<file path="config.mk">
export PLATFORM = sky130hd
export DESIGN_NAME = sys_timer_csr_reader_flat
export DESIGN_NICKNAME = d
export VERILOG_FILES = /design/src/rtl/sys_timer_csr_reader_if.sv /design/src/rtl/sys_timer_csr_reader.sv /design/src/flat_wrapper.sv
export SDC_FILE = /design/constraint.sdc
export NUM_CORES = 1
export LEC_CHECK = 0
export CAP_MARGIN = 30
export CORE_MARGIN = 2
export CORE_UTILIZATION = 34
export CTS_BUF_LIST = sky130_fd_sc_hd__clkbuf_2 sky130_fd_sc_hd__clkbuf_4 sky130_fd_sc_hd__clkbuf_8
export DETAILED_ROUTE_END_ITERATION = 8
export PLACE_DENSITY = 0.63
export SETUP_SLACK_MARGIN = 0.5
export SLEW_MARGIN = 40
export SYNTH_ARGS = -nofsm -noshare
export SYNTH_HDL_FRONTEND = slang
export SYNTH_SLANG_ARGS = --single-unit
</file>
<file path="constraint.sdc">
create_clock -name clk -period 2.1 [get_ports clk]
set_clock_uncertainty 0.2 [all_clocks]
set_input_delay 0.315 -clock clk [delete_from_list [all_inputs] [get_ports clk]]
set_output_delay 0.315 -clock clk [all_outputs]
set_load 0.01 [all_outputs]
</file>
<file path="src/rtl/sys_timer_csr_reader_if.sv">
// Request/response and timer-select signals between the CSR stage, the reader and the system-timer unit.
// The reader is the slave side of this bundle; the environment (CSR stage plus timer unit) is the master.
interface sys_timer_csr_reader_if;
  logic        req_valid;
  logic        req_ready;
  logic [11:0] req_addr;
  logic        req_snap64;
  logic        rsp_valid;
  logic        rsp_ready;
  logic [63:0] rsp_data;
  logic        rsp_err;
  logic [1:0]  tmr_sel;
  logic        tmr_upper;
  logic [31:0] tmr_data;

  modport slave (
    input  req_valid, req_addr, req_snap64, rsp_ready, tmr_data,
    output req_ready, rsp_valid, rsp_data, rsp_err, tmr_sel, tmr_upper
  );

  modport master (
    output req_valid, req_addr, req_snap64, rsp_ready, tmr_data,
    input  req_ready, rsp_valid, rsp_data, rsp_err, tmr_sel, tmr_upper
  );
endinterface

</file>
<file path="src/rtl/sys_timer_csr_reader.sv">
// Counter-CSR read initiator: single 32-bit reads or hi-lo-hi consistent 64-bit snapshots
// with bounded retry, returning the captured word on a valid/ready response channel.
module sys_timer_csr_reader #(
  parameter int MAX_RETRY = 3
) (
  input  logic                        clk,
  input  logic                        rst_n,
  sys_timer_csr_reader_if.slave       bus
);

  localparam int RW = (MAX_RETRY > 0) ? $clog2(MAX_RETRY + 1) : 1;
  localparam logic [RW-1:0] RETRY_LIMIT = RW'(MAX_RETRY);

  localparam logic [1:0] SEL_CYCLE = 2'd0;

  typedef enum logic [2:0] {
    S_IDLE  = 3'd0,
    S_ACC32 = 3'd1,
    S_HI1   = 3'd2,
    S_LO    = 3'd3,
    S_HI2   = 3'd4,
    S_RESP  = 3'd5
  } state_t;

  state_t          r_state;
  state_t          w_state_next;
  logic [1:0]      r_sel;
  logic            r_upper;
  logic [31:0]     r_hi1;
  logic [31:0]     r_lo;
  logic [RW-1:0]   r_retry;
  logic [63:0]     r_rsp_data;
  logic            r_rsp_err;

  logic            w_legal;
  logic            w_hi_match;
  logic            w_retry_left;

  // Counter CSRs live at 0xC00..0xC02 (lower) and 0xC80..0xC82 (upper); bit 7 picks the half.
  assign w_legal      = (bus.req_addr[11:8] == 4'hC) && (bus.req_addr[6:2] == 5'd0) &&
                        (bus.req_addr[1:0] != 2'd3);
  assign w_hi_match   = (bus.tmr_data == r_hi1);
  assign w_retry_left = (r_retry < RETRY_LIMIT);

  always_ff @(posedge clk or negedge rst_n) begin
    if (!rst_n) begin
      r_state <= S_IDLE;
    end else begin
      r_state <= w_state_next;
    end
  end

  always_comb begin
    w_state_next = r_state;
    case (r_state)
      S_IDLE: begin
        if (bus.req_valid) begin
          if (!w_legal) begin
            w_state_next = S_RESP;
          end else if (bus.req_snap64) begin
            w_state_next = S_HI1;
          end else begin
            w_state_next = S_ACC32;
          end
        end
      end
      S_ACC32: w_state_next = S_RESP;
      S_HI1:   w_state_next = S_LO;
      S_LO:    w_state_next = S_HI2;
      S_HI2: begin
        if (w_hi_match || !w_retry_left) begin
          w_state_next = S_RESP;
        end else begin
          w_state_next = S_HI1;
        end
      end
      // Leaving RESP always passes through IDLE, so back-to-back requests see one bubble.
      S_RESP: begin
        if (bus.rsp_ready) begin
          w_state_next = S_IDLE;
        end
      end
      default: w_state_next = S_IDLE;
    endcase
  end

  always_comb begin
    bus.req_ready = (r_state == S_IDLE);
    bus.rsp_valid = (r_state == S_RESP);
    bus.tmr_sel   = SEL_CYCLE;
    bus.tmr_upper = 1'b0;
    case (r_state)
      S_ACC32: begin
        bus.tmr_sel   = r_sel;
        bus.tmr_upper = r_upper;
      end
      S_HI1, S_HI2: begin
        bus.tmr_sel   = r_sel;
        bus.tmr_upper = 1'b1;
      end
      S_LO: begin
        bus.tmr_sel   = r_sel;
        bus.tmr_upper = 1'b0;
      end
      default: begin
        bus.tmr_sel   = SEL_CYCLE;
        bus.tmr_upper = 1'b0;
      end
    endcase
  end

  assign bus.rsp_data = r_rsp_data;
  assign bus.rsp_err  = r_rsp_err;

  always_ff @(posedge clk or negedge rst_n) begin
    if (!rst_n) begin
      r_sel      <= SEL_CYCLE;
      r_upper    <= 1'b0;
      r_hi1      <= '0;
      r_lo       <= '0;
      r_retry    <= '0;
      r_rsp_data <= '0;
      r_rsp_err  <= 1'b0;
    end else begin
      case (r_state)
        S_IDLE: begin
          if (bus.req_valid) begin
            r_sel      <= bus.req_addr[1:0];
            r_upper    <= bus.req_addr[7];
            r_retry    <= '0;
            r_rsp_data <= '0;
            r_rsp_err  <= !w_legal;
          end
        end
        S_ACC32: r_rsp_data <= {32'h0, bus.tmr_data};
        S_HI1:   r_hi1      <= bus.tmr_data;
        S_LO:    r_lo       <= bus.tmr_data;
        S_HI2: begin
          if (w_hi_match) begin
            r_rsp_data <= {r_hi1, r_lo};
          end else if (!w_retry_left) begin
            // Out of retries: report the latest high half alongside the last low half.
            r_rsp_data <= {bus.tmr_data, r_lo};
            r_rsp_err  <= 1'b1;
          end else begin
            r_retry <= r_retry + 1'b1;
          end
        end
        default: begin
        end
      endcase
    end
  end

endmodule

</file>
<file path="src/flat_wrapper.sv">
// flat-port wrapper written by rule: the top's interface ports become plain ports
module sys_timer_csr_reader_flat 
#(
  parameter int MAX_RETRY = 3
)
  (clk, rst_n, bus_req_valid, bus_req_addr, bus_req_snap64, bus_rsp_ready, bus_tmr_data, bus_req_ready, bus_rsp_valid, bus_rsp_data, bus_rsp_err, bus_tmr_sel, bus_tmr_upper);
  sys_timer_csr_reader_if bus_i ();
  input  logic clk;
  input  logic rst_n;
  input wire logic [$bits(bus_i.req_valid)-1:0] bus_req_valid;
  input wire logic [$bits(bus_i.req_addr)-1:0] bus_req_addr;
  input wire logic [$bits(bus_i.req_snap64)-1:0] bus_req_snap64;
  input wire logic [$bits(bus_i.rsp_ready)-1:0] bus_rsp_ready;
  input wire logic [$bits(bus_i.tmr_data)-1:0] bus_tmr_data;
  output wire logic [$bits(bus_i.req_ready)-1:0] bus_req_ready;
  output wire logic [$bits(bus_i.rsp_valid)-1:0] bus_rsp_valid;
  output wire logic [$bits(bus_i.rsp_data)-1:0] bus_rsp_data;
  output wire logic [$bits(bus_i.rsp_err)-1:0] bus_rsp_err;
  output wire logic [$bits(bus_i.tmr_sel)-1:0] bus_tmr_sel;
  output wire logic [$bits(bus_i.tmr_upper)-1:0] bus_tmr_upper;
  assign bus_i.req_valid = bus_req_valid;
  assign bus_i.req_addr = bus_req_addr;
  assign bus_i.req_snap64 = bus_req_snap64;
  assign bus_i.rsp_ready = bus_rsp_ready;
  assign bus_i.tmr_data = bus_tmr_data;
  assign bus_req_ready = bus_i.req_ready;
  assign bus_rsp_valid = bus_i.rsp_valid;
  assign bus_rsp_data = bus_i.rsp_data;
  assign bus_rsp_err = bus_i.rsp_err;
  assign bus_tmr_sel = bus_i.tmr_sel;
  assign bus_tmr_upper = bus_i.tmr_upper;
  sys_timer_csr_reader #(.MAX_RETRY(MAX_RETRY)) u_core (.clk(clk), .rst_n(rst_n), .bus(bus_i));
endmodule
</file>
==> results of run 1 <==
[power groups by stage]
stage                     registers [W]  clock network [W]  logic, W
after floorplan                 0.00437                  0   0.00384
after global placement          0.00431                  0   0.00615
after detailed placement        0.00437                  0   0.00628
after CTS                       0.00431            0.00234   0.00720
after global routing            0.00447            0.00245   0.00793
final                           0.00436            0.00228   0.00747
[how the worst max path moves through the flow]
stage,cells past startpoint,slack (ps),end,startpoint
floorplan,8,6,u_core.bus.rsp_data[57]$_DFFE_PN0P_,u_core.r_hi1[21]$_DFFE_PN0P_
detailed placement,8,-880,u_core.bus.rsp_data[42]$_DFFE_PN0P_,bus_tmr_data[12]
global route,7,-290,u_core.bus.rsp_data[55]$_DFFE_PN0P_,u_core.r_hi1[12]$_DFFE_PN0P_
global placement,8,-800,u_core.bus.rsp_data[43]$_DFFE_PN0P_,bus_tmr_data[12]
CTS,7,-240,u_core.bus.rsp_data[35]$_DFFE_PN0P_,u_core.r_hi1[12]$_DFFE_PN0P_
finish,7,-220,u_core.bus.rsp_data[34]$_DFFE_PN0P_,u_core.r_hi1[12]$_DFFE_PN0P_
[layer usage]
metal / wire, um / up-vias / GRT usage
li1: - / 2387 / -
met1: 8390 / 2725 / 0.254
met2: 9790 / 163 / 0.337
met3: 1060 / 30 / 0.0438
met4: 333 / 0 / 0.0621
met5: 0 / - / 0
[Yosys cell counts]
cell type / instances / area [um^2]
sky130_fd_sc_hd__a31oi_1: 2 / 12.5
sky130_fd_sc_hd__buf_6: 1 / 11.3
sky130_fd_sc_hd__o211ai_1: 1 / 7.51
sky130_fd_sc_hd__nand4_1: 8 / 50.1
sky130_fd_sc_hd__ha_1: 1 / 12.5
sky130_fd_sc_hd__mux2_2: 99 / 1110
sky130_fd_sc_hd__a21boi_0: 1 / 7.51
sky130_fd_sc_hd__buf_4: 1 / 7.51
sky130_fd_sc_hd__nand3b_1: 1 / 7.51
sky130_fd_sc_hd__and2_1: 4 / 25.0
sky130_fd_sc_hd__nand2b_1: 1 / 6.26
sky130_fd_sc_hd__a211oi_1: 1 / 7.51
sky130_fd_sc_hd__dfrtp_1: 137 / 3430
sky130_fd_sc_hd__clkbuf_1: 28 / 105
sky130_fd_sc_hd__a21oi_1: 2 / 10.0
sky130_fd_sc_hd__mux2i_1: 3 / 30.0
sky130_fd_sc_hd__a21o_1: 2 / 15.0
sky130_fd_sc_hd__inv_1: 1 / 3.75
sky130_fd_sc_hd__a22o_1: 32 / 280
sky130_fd_sc_hd__nand2_1: 39 / 146
sky130_fd_sc_hd__o21ba_2: 1 / 10.0
sky130_fd_sc_hd__o21bai_1: 1 / 7.51
sky130_fd_sc_hd__nor3_1: 2 / 10.0
sky130_fd_sc_hd__xnor2_1: 33 / 289
sky130_fd_sc_hd__nor4_1: 3 / 18.8
sky130_fd_sc_hd__and3_1: 32 / 200
sky130_fd_sc_hd__o21ai_0: 1 / 5.00
sky130_fd_sc_hd__a221o_1: 32 / 320
sky130_fd_sc_hd__o31ai_1: 2 / 15.0
sky130_fd_sc_hd__nand3_1: 2 / 10.0
sky130_fd_sc_hd__buf_1: 2 / 7.51
sky130_fd_sc_hd__nor2b_1: 1 / 6.26
sky130_fd_sc_hd__and3b_1: 1 / 8.76
sky130_fd_sc_hd__nor2_1: 36 / 135
sky130_fd_sc_hd__buf_2: 8 / 40.0
sky130_fd_sc_hd__nor3b_1: 3 / 22.5
[through the flow]
stage	utilization	power, W
finish	0.518	0.0141
floorplan	-	0.00821
CTS	0.512	0.0138
detailed placement	0.457	0.0106
global placement	0.457	0.0105
global route	0.518	0.0149
[repair_timing]
| item | in CTS | in global routing |
|---|---|---|
| setup endpoints to repair | 207 | 152 |
| pin swaps | 8 | 6 |
| gates cloned | 7 | 0 |
| buffers inserted | 46 | 9 |
| gates resized for setup | 352 | 34 |
| hold buffers | 1 | 0 |
| hold endpoints to repair | 51 | 0 |
[logic make-up after synthesis]
logic type               after synthesis  synth area share
AO/OA/AOI/OAI                         78             0.109
XOR/XNOR                              33            0.0452
adder cells (fa/ha/maj)                1           0.00196
buffers and inverters                 41            0.0274
flip-flops                           137             0.536
multiplexers                         102             0.179
AND/OR/NAND/NOR                      133             0.101
[flip-flops by register name, summed over array words and instances, names as in the netlist]
signal and cells:
u_core.r_sel 2, u_core.bus.rsp_data 64, u_core.r_state 3, u_core.r_hi1 32
u_core.r_retry 2, u_core.r_lo 32, u_core.r_upper 1, u_core.bus.rsp_err 1
[critical path, delay by kind of cell (launching register included)]
kind	cells	cell delay, ps
AO/OA/AOI/OAI	2	590
AND/OR/NAND/NOR	3	570
flip-flops	1	410
XOR/XNOR	1	230
buffers and inverters	1	190
[cell type report]
| cell class | count | area, um^2 | area share |
|---|---|---|---|
| sequential | 137 | 3430 | 0.356 |
| multi-input combinational | 347 | 3210 | 0.333 |
| timing repair buffer | 257 | 2280 | 0.237 |
| tap | 234 | 293 | 0.0304 |
| clock buffer | 20 | 269 | 0.0279 |
| clock inverter | 12 | 149 | 0.0155 |
| inverter | 1 | 3.75 | 0.000390 |
==> Flow_metrics.wiki, run 1 <==
{| class="wikitable"
! Metric !! Value
|-
| Post-route non-filler standard cell count || 1008
|-
| Skew-Pair Late Insertion Delay || 450 ps
|-
| Clock tree root driver cell || sky130_fd_sc_hd__clkbuf_8
|-
| Post-synthesis area per instance || 12.2 um^2
|-
| Hold path endpoint || u_core.r_hi1[12]$_DFFE_PN0P_
|-
| Capturing element type of the critical path || flop
|-
| Detail Route Antenna Nets || 0
|-
| Slowest cell on crit path || sky130_fd_sc_hd__dfrtp_1
|-
| Setup slack of the critical path after layout || -219 ps
|-
| DRC violation count after routing || 0
|-
| Number of placed I/O pins || 119
|-
| Violated checks || negative setup slack
|-
| Endpoint required time on the critical path || 2230 ps
|-
| Effective utilization at floorplan || 0.344
|-
| Actual transition at the worst max-transition pin || 533 ps
|-
| Worst reg2reg setup slack || -220 ps
|-
| Number of antenna violations at the first check in global routing || 0
|-
| Max FO, Critical Path || 31
|-
| Vias in the first global route || 5566
|-
| Number of cells in the design after placement || 913
|-
| Hold Fails Final Rpt || 0
|-
| Sequential cell area fraction in the yosys report || 0.536
|-
| Number of search-and-repair iterations in the first detailed-routing pass || 5
|-
| Global placer's final weighted congestion || 0.807
|-
| Unrepaired setup endpoints after global routing || yes
|-
| Total power divided by cell area || 1460 mW/mm^2
|-
| Outcome || complete, but fails checks
|-
| Net count of the mapped netlist || 575
|-
| Comb power frac || 0.529
|-
| Fraction of power spent switching nets || 0.344
|-
| Launching element type of the critical path || flop
|-
| Capturing point of the worst reg2reg path || u_core.bus.rsp_data[34]$_DFFE_PN0P_
|-
| Highest achievable clock rate || 431 MHz
|-
| Number of endpoints failing setup at the final stage || 71
|-
| Fraction of final layout cells with drive strength greater than 1 || 0.473
|-
| Area of the mapped netlist || 0.00639 mm^2
|-
| Max rail drop VDD || 651 uV
|-
| Total number of vias || 5305
|-
| Slew Limit Headroom || 0.644
|-
| Growth of design area from synthesis to finish || 50.6%
|-
| Internal power contribution || 0.00925 W
|-
| Number of distinct library cell variants in the gate-level netlist after synthesis || 36
|-
| Count of synthesis-stage warnings from yosys || 0
|-
| Worst hold-check slack || 96.8 ps
|-
| Detail-routed net length per standard cell || 19.4 um
|-
| Switching Power || 0.00486 W
|-
| Number of synthesized register bits || 137
|-
| Clock tree from TritonCTS || done
|-
| Number of cells traversed by the worst register-to-register path || 7
|-
| Post-placement setup slack || -877 ps
|-
| Maximum count of clock buffers along a single path || 2
|-
| Layout Nets || 811
|-
| Count of filler cells inserted in the layout || 1592
|-
| Clock share of power || 0.162
|-
| Number of sinks driven by the clock tree || 137
|-
| Height of the die || 141 um
|-
| Cells traversed along the worst timing path || xnor2_2, nand4_1, nor4_2, nand2_2, a21o_4, buf_12, a221o_1
|-
| CTS buffer count || 17
|-
| Number of DRC violations after detailed-routing iteration 0 || 427
|-
| Commonest cells after routing, fill and taps aside || sky130_fd_sc_hd__dfrtp_1 (135), sky130_fd_sc_hd__buf_4 (100), sky130_fd_sc_hd__mux2_4 (66), sky130_fd_sc_hd__buf_2 (65), sky130_fd_sc_hd__clkdlybuf4s50_1 (46)
|-
| Overall track demand over capacity in global routing || 0.199
|-
| Reg2Reg Launch Point || u_core.r_hi1[12]$_DFFE_PN0P_
|-
| Number of instances in the synthesized netlist || 525
|-
| Final-layout setup total negative slack || -11730 ps
|-
| Tightest Hold Check Type || primary input to flop
|-
| Maximum number of pins on one net before global-route repair || 56
|-
| Hpwl dp || 11900 um
|-
| Sequential fraction of design power || 0.309
|-
| Clock transition time at the flip-flop clock pins of the worst setup and hold paths || 80 ps
|-
| Startpoint of the worst hold path || bus_tmr_data[12]
|-
| Total of buffers placed on input and output ports || 118
|-
| Depth of the CTS H-tree || 4
|-
| Area after detailed placement || 0.00849 mm^2
|-
| Routed vias/inst || 5.26
|-
| Largest stage delay, worst path || 410 ps
|-
| Final instance area || 0.00963 mm^2
|-
| Critical setup path kind || flop to flop
|-
| Overall die width || 141 um
|-
| Core region area || 0.0186 mm^2
|-
| Final routed wirelength across all metal layers || 19600 um
|-
| Wire length of the first global-routing pass || 30600 um
|-
| Total congestion overflow after global routing || 0
|-
| Area of the die || 0.0199 mm^2
|-
| Period minus WS final || 2320 ps
|-
| Max-cap violation count || 0
|-
| WHS Path Cells || 2
|-
| Count of antenna diodes in the layout || 0
|-
| Leakage power of the design || 4.75 nW
|-
| Cell row count || 50
|-
| Most frequent standard cell in the layout excluding fill and tap cells || sky130_fd_sc_hd__dfrtp_1
|-
| Data arrival time at the worst-slack endpoint || 2450 ps
|-
| Post-route fraction of the period consumed by the critical path || 1.10
|-
| Final Max Slew Viols || 0
|}
Power figures use the tool's default switching activity.
==> inputs of run 2 (changes only) <==
- ABC_AREA: not set -> 1
- SKIP_LAST_GASP: not set -> 1
==> run 2 against run 1 <==
The run still ends with negative setup slack left. Fmax up 7.3%. Sequential cell count stayed put. Critical path depth grew 5. Wire length rose by 3.3%. Sequential share of layout area is 1.2 points higher. Highest routed layer is now met5.
==> Flow_metrics.wiki, run 2 <==
{| class="wikitable"
! Metric !! Value
|-
| Number of enable flip-flop cells after synthesis || 0 (unchanged)
|-
| XOR/XNOR Fraction of Synth Area || 0.0283 (-0.0169)
|-
| Number of placed I/O pins || 119 (unchanged)
|-
| Vias in the first global route || 5850 (+5.1%)
|-
| Launching element type of the critical path || flop
|-
| Hold Fails Final Rpt || 0 (unchanged)
|-
| Detail-routed net length per standard cell || 16.4 um (-16%)
|-
| Number of endpoints failing setup at the final stage || 17 (-76%)
|-
| Final routed wirelength across all metal layers || 20200 um (+3.3%)
|-
| Number of synthesized register bits || 137 (unchanged)
|-
| Max FO, Critical Path || 7 (-77%)
|-
| Outcome || complete, but fails checks
|-
| Count of filler cells inserted in the layout || 1782 (+12%)
|-
| Global placer's final weighted congestion || 0.825 (+2.2%)
|-
| Library cell with the highest instance count after synthesis || sky130_fd_sc_hd__nand2_1
|-
| Share of flip-flops with an asynchronous set or reset || 1.00 (unchanged)
|-
| Final core area utilization || 0.498 (-0.0206)
|-
| Total of buffers placed on input and output ports || 118 (unchanged)
|-
| Number of antenna violations at the first check in global routing || 1 (+1)
|-
| Routed vias/inst || 4.83 (-8.2%)
|-
| Met3 demand-to-capacity share in global routing || 0.0481 (+0.00430)
|-
| Synth cell count leaders || sky130_fd_sc_hd__nand2_1 (297), sky130_fd_sc_hd__dfrtp_1 (137), sky130_fd_sc_hd__o21ai_0 (98)
|-
| Post-route non-filler standard cell count || 1236 (+23%)
|-
| Count of synthesis-stage warnings from yosys || 0 (unchanged)
|-
| Maximum count of clock buffers along a single path || 2 (unchanged)
|-
| Total power divided by cell area || 1580 mW/mm^2 (+7.6%)
|-
| Detail Route Antenna Nets || 0 (unchanged)
|-
| Max-cap violation count || 0 (unchanged)
|-
| Sequential cell area fraction in the yosys report || 0.528 (-0.00796)
|-
| Cell accounting for the most synthesized area || sky130_fd_sc_hd__dfrtp_1
|-
| Highest achievable clock rate || 463 MHz (+7.3%)
|-
| Compound-Gate Fraction of Synth Area || 0.0786 (-0.0305)
|-
| Maximum number of pins on one net before global-route repair || 65 (+16%)
|-
| Dominant combinational cell family by area after synthesis || simple AND/OR/NAND/NOR gates
|-
| Area of the mapped netlist || 0.00649 mm^2 (+1.5%)
|-
| Capturing element type of the critical path || flop
|-
| Number of search-and-repair iterations in the first detailed-routing pass || 5 (unchanged)
|-
| Overall die width || 142 um (+0.73%)
|-
| Skew-Pair Late Insertion Delay || 450 ps (about the same)
|-
| GRT met2 Usage || 0.319 (-0.0174)
|-
| Depth of the CTS H-tree || 4 (unchanged)
|-
| Slew Limit Headroom || 0.649 (+0.00471)
|-
| Final Max Slew Viols || 0 (unchanged)
|-
| Post-route fraction of the period consumed by the critical path || 1.03 (-0.0749)
|-
| CTS buffer count || 17 (unchanged)
|-
| Height of the die || 142 um (+0.73%)
|-
| Violated checks || negative setup slack
|-
| Number of instances in the synthesized netlist || 796 (+52%)
|-
| Layout Nets || 1041 (+28%)
|-
| Critical setup path kind || flop to flop
|-
| Hpwl dp || 11600 um (-2.4%)
|-
| Total congestion overflow after global routing || 0 (unchanged)
|-
| Total number of vias || 5969 (+13%)
|-
| Post-placement setup slack || -374 ps (+503 ps)
|-
| Main synth FF type || sky130_fd_sc_hd__dfrtp_1
|-
| Count of antenna diodes in the layout || 0 (unchanged)
|-
| Core region area || 0.0187 mm^2 (+0.67%)
|-
| Final-layout setup total negative slack || -713 ps (+11020 ps)
|-
| Overall track demand over capacity in global routing || 0.194 (-0.00490)
|-
| Flip-flop count of the largest register, all copies and words added || 64 (unchanged)
|-
| Proportion of netlist area held by the largest area contributor || 0.528 (-0.00796)
|-
| Actual transition at the worst max-transition pin || 526 ps (-7.07 ps)
|-
| Tightest Hold Check Type || primary input to asynchronous set/reset pin
|-
| Clock transition time at the flip-flop clock pins of the worst setup and hold paths || 70 ps (about the same)
|-
| Commonest cells after routing, fill and taps aside || sky130_fd_sc_hd__nand2_1 (259), sky130_fd_sc_hd__dfrtp_1 (137), sky130_fd_sc_hd__o21ai_0 (96), sky130_fd_sc_hd__buf_2 (65), sky130_fd_sc_hd__buf_4 (59)
|-
| Synthesized-area fraction occupied by and/or/nand/nor cells || 0.281 (+0.179)
|-
| Fraction of synthesized area in multiplexers || 0.00520 (-0.174)
|-
| Most frequent standard cell in the layout excluding fill and tap cells || sky130_fd_sc_hd__nand2_1
|-
| DRC violation count after routing || 0 (unchanged)
|-
| Clock tree root driver cell || sky130_fd_sc_hd__clkbuf_8
|-
| Number of DRC violations after detailed-routing iteration 0 || 482 (+13%)
|-
| Unrepaired setup endpoints after global routing || yes
|-
| Dominant cells by area after synthesis || sky130_fd_sc_hd__dfrtp_1 (53%), sky130_fd_sc_hd__nand2_1 (17%), sky130_fd_sc_hd__o21ai_0 (7.6%), sky130_fd_sc_hd__nand3_1 (4.9%), sky130_fd_sc_hd__xnor2_1 (2.8%)
|-
| Net count of the mapped netlist || 846 (+47%)
|-
| Endpoint required time on the critical path || 2250 ps (+20 ps)
|-
| Leakage power of the design || 4.91 nW (+3.3%)
|-
| Effective utilization at floorplan || 0.347 (+0.00285)
|-
| Post-synthesis area per instance || 8.15 um^2 (-33%)
|-
| Fraction of final layout cells with drive strength greater than 1 || 0.293 (-0.179)
|-
| Clock tree from TritonCTS || done
|-
| Cell row count || 50 (unchanged)
|-
| Adder and majority gate portion of the synthesized area || 0.00193 (-0.0000290)
|-
| Area of the die || 0.0202 mm^2 (+1.5%)
|-
| Number of sinks driven by the clock tree || 137 (unchanged)
|-
| Number of cells in the design after placement || 1142 (+25%)
|-
| Data arrival time at the worst-slack endpoint || 2310 ps (-140 ps)
|-
| Layer with the highest usage || met2
|-
| Period minus WS final || 2160 ps (-157 ps)
|-
| Max rail drop VDD || 613 uV (-5.9%)
|-
| Number of distinct library cell variants in the gate-level netlist after synthesis || 25 (-31%)
|-
| Wire length of the first global-routing pass || 30300 um (-0.79%)
|-
| Global Route met1 Usage || 0.253 (-0.000800)
|-
| Setup slack of the critical path after layout || -61.2 ps (+157 ps)
|-
| Growth of design area from synthesis to finish || 43.5%
|}
-- run 2: where the power goes --
part / internal (W) / switching [W]
sequential: 0.00380 / 0.000701
clock: 0.00131 / 0.00101
combinational: 0.00365 / 0.00421
-- run 2: final cells by class --
class	count	area (um^2)	area share
clock buffers	22	303	0.0325
repair buffers	218	2070	0.222
flip-flops and latches	137	3430	0.368
well taps	234	293	0.0314
multi-input cells	559	2880	0.309
clock inverters	8	118	0.0126
inverters	58	220	0.0236
-- run 2: worst max-delay path, cell delays in order, from the launching register on --
cell,delay [ps]
sky130_fd_sc_hd__dfrtp_1,410
sky130_fd_sc_hd__xnor2_2,210
sky130_fd_sc_hd__nand2_1,70
sky130_fd_sc_hd__nor2_1,110
sky130_fd_sc_hd__nand2_1,110
sky130_fd_sc_hd__nor2_2,150
sky130_fd_sc_hd__nand2_2,110
sky130_fd_sc_hd__nand2_4,150
sky130_fd_sc_hd__nand2_8,140
sky130_fd_sc_hd__buf_12,170
sky130_fd_sc_hd__buf_16,130
sky130_fd_sc_hd__nand2_1,50
sky130_fd_sc_hd__nand2_1,40
-- run 2: final timing paths --
| check | from | slack, ps | end | cells after the start |
|---|---|---|---|---|
| worst min register to register | u_core.bus.rsp_data[27]$_DFFE_PN0P_ | 270 | u_core.bus.rsp_data[27]$_DFFE_PN0P_ | 2 |
| worst max register to register | u_core.r_hi1[4]$_DFFE_PN0P_ | -60 | u_core.bus.rsp_data[4]$_DFFE_PN0P_ | 12 |
| worst min-delay path | rst_n | 160 | u_core.bus.rsp_data[50]$_DFFE_PN0P_ | 2 |
| min in group clk | u_core.bus.rsp_data[27]$_DFFE_PN0P_ | 270 | u_core.bus.rsp_data[27]$_DFFE_PN0P_ | 2 |
| worst max-delay path | u_core.r_hi1[4]$_DFFE_PN0P_ | -60 | u_core.bus.rsp_data[4]$_DFFE_PN0P_ | 12 |
| max in group asynchronous | rst_n | 870 | u_core.bus.rsp_data[42]$_DFFE_PN0P_ | 3 |
-- run 2: logic make-up after synthesis --
kind of cell / Yosys count
AOI/OAI and AO/OA: 102
xor gates and xnor gates: 21
adders and majority gates: 1
buffers and inverters: 100
DFF: 137
muxes: 3
and+or+nand+nor: 432
-- run 2: metal layers --
layer	vias up	routed length, um
met3	30	1050
met4	2	331
li1	2897	-
met2	166	9720
met5	-	13
met1	2874	9100
-- run 2: what timing repair did --
item,4_1_cts,5_1_grt
hold buffers,1,0
endpoints found under the setup margin,176,154
buffers inserted,39,11
pin swaps,20,12
cloned,6,7
gates resized for setup,317,63
hold endpoints to repair,48,0
-- run 2: metrics by stage --
| stage | hold slack, ps | power, W | cell area (um^2) |
|---|---|---|---|
| 2_1_floorplan | -181 | 0.00821 | 6560 |
| 3_3_place_gp | 106 | 0.0105 | 8150 |
| 3_5_place_dp | 103 | 0.0107 | 8150 |
| 4_1_cts | 172 | 0.0141 | 9000 |
| 5_1_grt | 194 | 0.0157 | 9310 |
| 6_report | 164 | 0.0147 | 9310 |
==> inputs of run 3 (changes only) <==
- PLACE_DENSITY: 0.63 -> not set
- RECOVER_POWER: not set -> 50
==> run 3 against run 2 <==
Non-clock buffer count increased by 14. Combinational power increased by 18%. Total power increased by 9.9%. Critical path type unchanged. Register-to-register slack improved by 40 ps. First-iteration DRC count decreased by 26%. Critical endpoint is now u_core.bus.rsp_data[0]$_DFFE_PN0P_. Highest routed layer is now met4. Clock power about the same. Hold slack improved by 91 ps. Sequential share of layout area decreased by 2.1 points. Sequential cell count unchanged. The flow still finishes with violations (negative setup slack).
==> Flow_metrics.wiki, run 3 (synthesis gave the netlist of run 2 again) <==
{| class="wikitable"
! Metric !! Value
|-
| Area after detailed placement || 0.00812 mm^2 (-0.37%)
|-
| Period minus WS final || 2120 ps (-40.5 ps)
|-
| Tightest Hold Check Type || primary input to asynchronous set/reset pin
|-
| Final instance area || 0.00989 mm^2 (+6.2%)
|-
| Max-cap violation count || 0 (unchanged)
|-
| Actual transition at the worst max-transition pin || 775 ps (+249 ps)
|-
| Max rail drop VDD || 902 uV (+47%)
|-
| Effective utilization at floorplan || 0.347 (unchanged)
|-
| Most frequent standard cell in the layout excluding fill and tap cells || sky130_fd_sc_hd__nand2_1
|-
| Endpoint required time on the critical path || 2260 ps (about the same)
|-
| Commonest cells after routing, fill and taps aside || sky130_fd_sc_hd__nand2_1 (209), sky130_fd_sc_hd__dfrtp_1 (136), sky130_fd_sc_hd__o21ai_0 (96), sky130_fd_sc_hd__buf_2 (67), sky130_fd_sc_hd__buf_4 (60)
|-
| Slew Limit Headroom || 0.483 (-0.166)
|-
| Number of endpoints failing setup at the final stage || 24 (+7)
|-
| Critical setup path kind || flop to flop
|-
| Hold Fails Final Rpt || 0 (unchanged)
|-
| Final-layout setup total negative slack || -160 ps (+553 ps)
|-
| Maximum count of clock buffers along a single path || 2 (unchanged)
|-
| Total number of vias || 6033 (+1.1%)
|-
| Number of search-and-repair iterations in the first detailed-routing pass || 6 (+1)
|-
| Cell row count || 50 (unchanged)
|-
| Total congestion overflow after global routing || 0 (unchanged)
|-
| Launching element type of the critical path || flop
|-
| Leakage power of the design || 5.19 nW (+5.7%)
|-
| Number of DRC violations after detailed-routing iteration 0 || 355 (-26%)
|-
| Worst hold-check slack || 255 ps (+91.4 ps)
|-
| Number of sinks driven by the clock tree || 137 (unchanged)
|-
| Data arrival time at the worst-slack endpoint || 2280 ps (-30 ps)
|-
| Depth of the CTS H-tree || 4 (unchanged)
|-
| Overall track demand over capacity in global routing || 0.209 (+0.0149)
|-
| Violated checks || negative setup slack
|-
| Clock transition time at the flip-flop clock pins of the worst setup and hold paths || 90 ps (+20 ps)
|-
| Number of placed I/O pins || 119 (unchanged)
|-
| Vias in the first global route || 5891 (+0.70%)
|-
| Highest achievable clock rate || 472 MHz (+1.9%)
|-
| Global placer's final weighted congestion || 0.777 (-5.8%)
|-
| Clock tree from TritonCTS || done
|-
| Total of buffers placed on input and output ports || 118 (unchanged)
|-
| Detail Route Antenna Nets || 0 (unchanged)
|-
| Number of antenna violations at the first check in global routing || 0 (-1)
|-
| Clock tree root driver cell || sky130_fd_sc_hd__clkbuf_8
|-
| Core region area || 0.0187 mm^2 (unchanged)
|-
| Flip-flop count of the largest register, all copies and words added || 64 (unchanged)
|-
| Layout Nets || 1055 (+1.3%)
|-
| Capturing element type of the critical path || flop
|-
| Routed vias/inst || 4.82 (-0.22%)
|-
| Detail-routed net length per standard cell || 16.8 um (+2.6%)
|-
| Final routed wirelength across all metal layers || 21000 um (+3.9%)
|-
| Count of filler cells inserted in the layout || 1718 (-3.6%)
|-
| Hpwl dp || 11400 um (-1.9%)
|-
| Overall die width || 142 um (unchanged)
|-
| Total power divided by cell area || 1630 mW/mm^2 (+3.4%)
|-
| Height of the die || 142 um (unchanged)
|-
| Post-route fraction of the period consumed by the critical path || 1.01 (-0.0193)
|-
| Number of cells traversed by the worst register-to-register path || 12 (unchanged)
|-
| Maximum number of pins on one net before global-route repair || 65 (unchanged)
|-
| CTS buffer count || 17 (unchanged)
|-
| DRC violation count after routing || 0 (unchanged)
|-
| Count of antenna diodes in the layout || 0 (unchanged)
|-
| Fraction of final layout cells with drive strength greater than 1 || 0.374 (+0.0809)
|-
| Outcome || complete, but fails checks
|-
| Growth of design area from synthesis to finish || 52.4%
|-
| Unrepaired setup endpoints after global routing || yes
|-
| Setup slack of the critical path after layout || -20.7 ps (+40.5 ps)
|-
| Skew-Pair Late Insertion Delay || 460 ps (about the same)
|-
| Overall power || 0.0161 W (+9.9%)
|-
| Wire length of the first global-routing pass || 32300 um (+6.5%)
|-
| Area of the die || 0.0202 mm^2 (unchanged)
|-
| Final Max Slew Viols || 0 (unchanged)
|-
| Max FO, Critical Path || 5 (-2)
|}
==> run 3: cell types whose count changed in the layout (fill, tap and decap cells not counted), moves of 4 or more <==
cell / change
sky130_fd_sc_hd__nand2_1: -50
sky130_fd_sc_hd__nand2_2: +30
sky130_fd_sc_hd__nand2_4: +20
sky130_fd_sc_hd__nand3_1: -16
sky130_fd_sc_hd__nand3_2: +13
sky130_fd_sc_hd__buf_16: +8
sky130_fd_sc_hd__clkbuf_8: -4
sky130_fd_sc_hd__clkinv_4: +4
==> run 3: power by group <==
part,switching (W),internal [W]
registers,0.000765,0.00380
clock network,0.00111,0.00121
logic,0.00489,0.00436
==> run 3: path summary, 6_finish.rpt <==
check | slack (ps) | end | from
max | -20 | u_core.bus.rsp_data[0]$_DFFE_PN0P_ | u_core.r_state[0]$_DFFE_PN0P_
max reg2reg | -20 | u_core.bus.rsp_data[0]$_DFFE_PN0P_ | u_core.r_state[0]$_DFFE_PN0P_
max in group asynchronous | 260 | u_core.r_state[2]$_DFFE_PN0P_ | rst_n
min | 260 | u_core.bus.rsp_data[52]$_DFFE_PN0P_ | rst_n
min in group clk | 280 | u_core.r_upper$_DFFE_PN0P_ | bus_req_addr[7]
min reg2reg | 280 | u_core.bus.rsp_data[42]$_DFFE_PN0P_ | u_core.bus.rsp_data[42]$_DFFE_PN0P_
==> run 3: stage by stage <==
stage | setup slack (ps) | util | std cells
floorplan | 281 | - | 796
global placement | -361 | 0.434 | 1138
detailed placement | -392 | 0.434 | 1138
CTS | 4.17 | 0.505 | 1245
global route | -119 | 0.529 | 1252
finish | -20.7 | 0.529 | 1252
==> run 3: critical path, stage by stage (launching register included) <==
cell and delay, ps:
sky130_fd_sc_hd__dfrtp_1 430, sky130_fd_sc_hd__nor2_2 120, sky130_fd_sc_hd__inv_2 70, sky130_fd_sc_hd__nor2_4 100
sky130_fd_sc_hd__inv_2 70, sky130_fd_sc_hd__buf_4 140, sky130_fd_sc_hd__nor2_2 180, sky130_fd_sc_hd__nand2_4 140
sky130_fd_sc_hd__buf_12 170, sky130_fd_sc_hd__buf_4 140, sky130_fd_sc_hd__buf_12 130, sky130_fd_sc_hd__nand3_1 80
sky130_fd_sc_hd__nand2_2 60
==> run 3: cell type report <==
| cell class | instances | area [um^2] | area share |
|---|---|---|---|
| Clock buffer | 18 | 248 | 0.0250 |
| Inverter | 58 | 223 | 0.0225 |
| Tap cell | 234 | 293 | 0.0296 |
| Timing Repair Buffer | 232 | 2310 | 0.234 |
| Sequential cell | 137 | 3430 | 0.347 |
| Clock inverter | 14 | 174 | 0.0176 |
| Multi-Input combinational cell | 559 | 3210 | 0.325 |
==> run 3: what timing repair did <==
action                                 4_1_cts  5_1_grt
setup buffers                               60        4
endpoints found under the hold margin      137        0
setup endpoints to repair                  173      143
gates resized for setup                    371      115
hold buffers                                 1        0
pin swaps                                   34       33
cloned                                      14        3
==> run 3: per-layer routing <==
metal,global-route usage,wire length (um),vias up
li1,-,-,2937
met1,0.280,9580,2910
met2,0.335,10100,160
met3,0.0458,984,26
met4,0.0695,342,0
met5,0,0,-
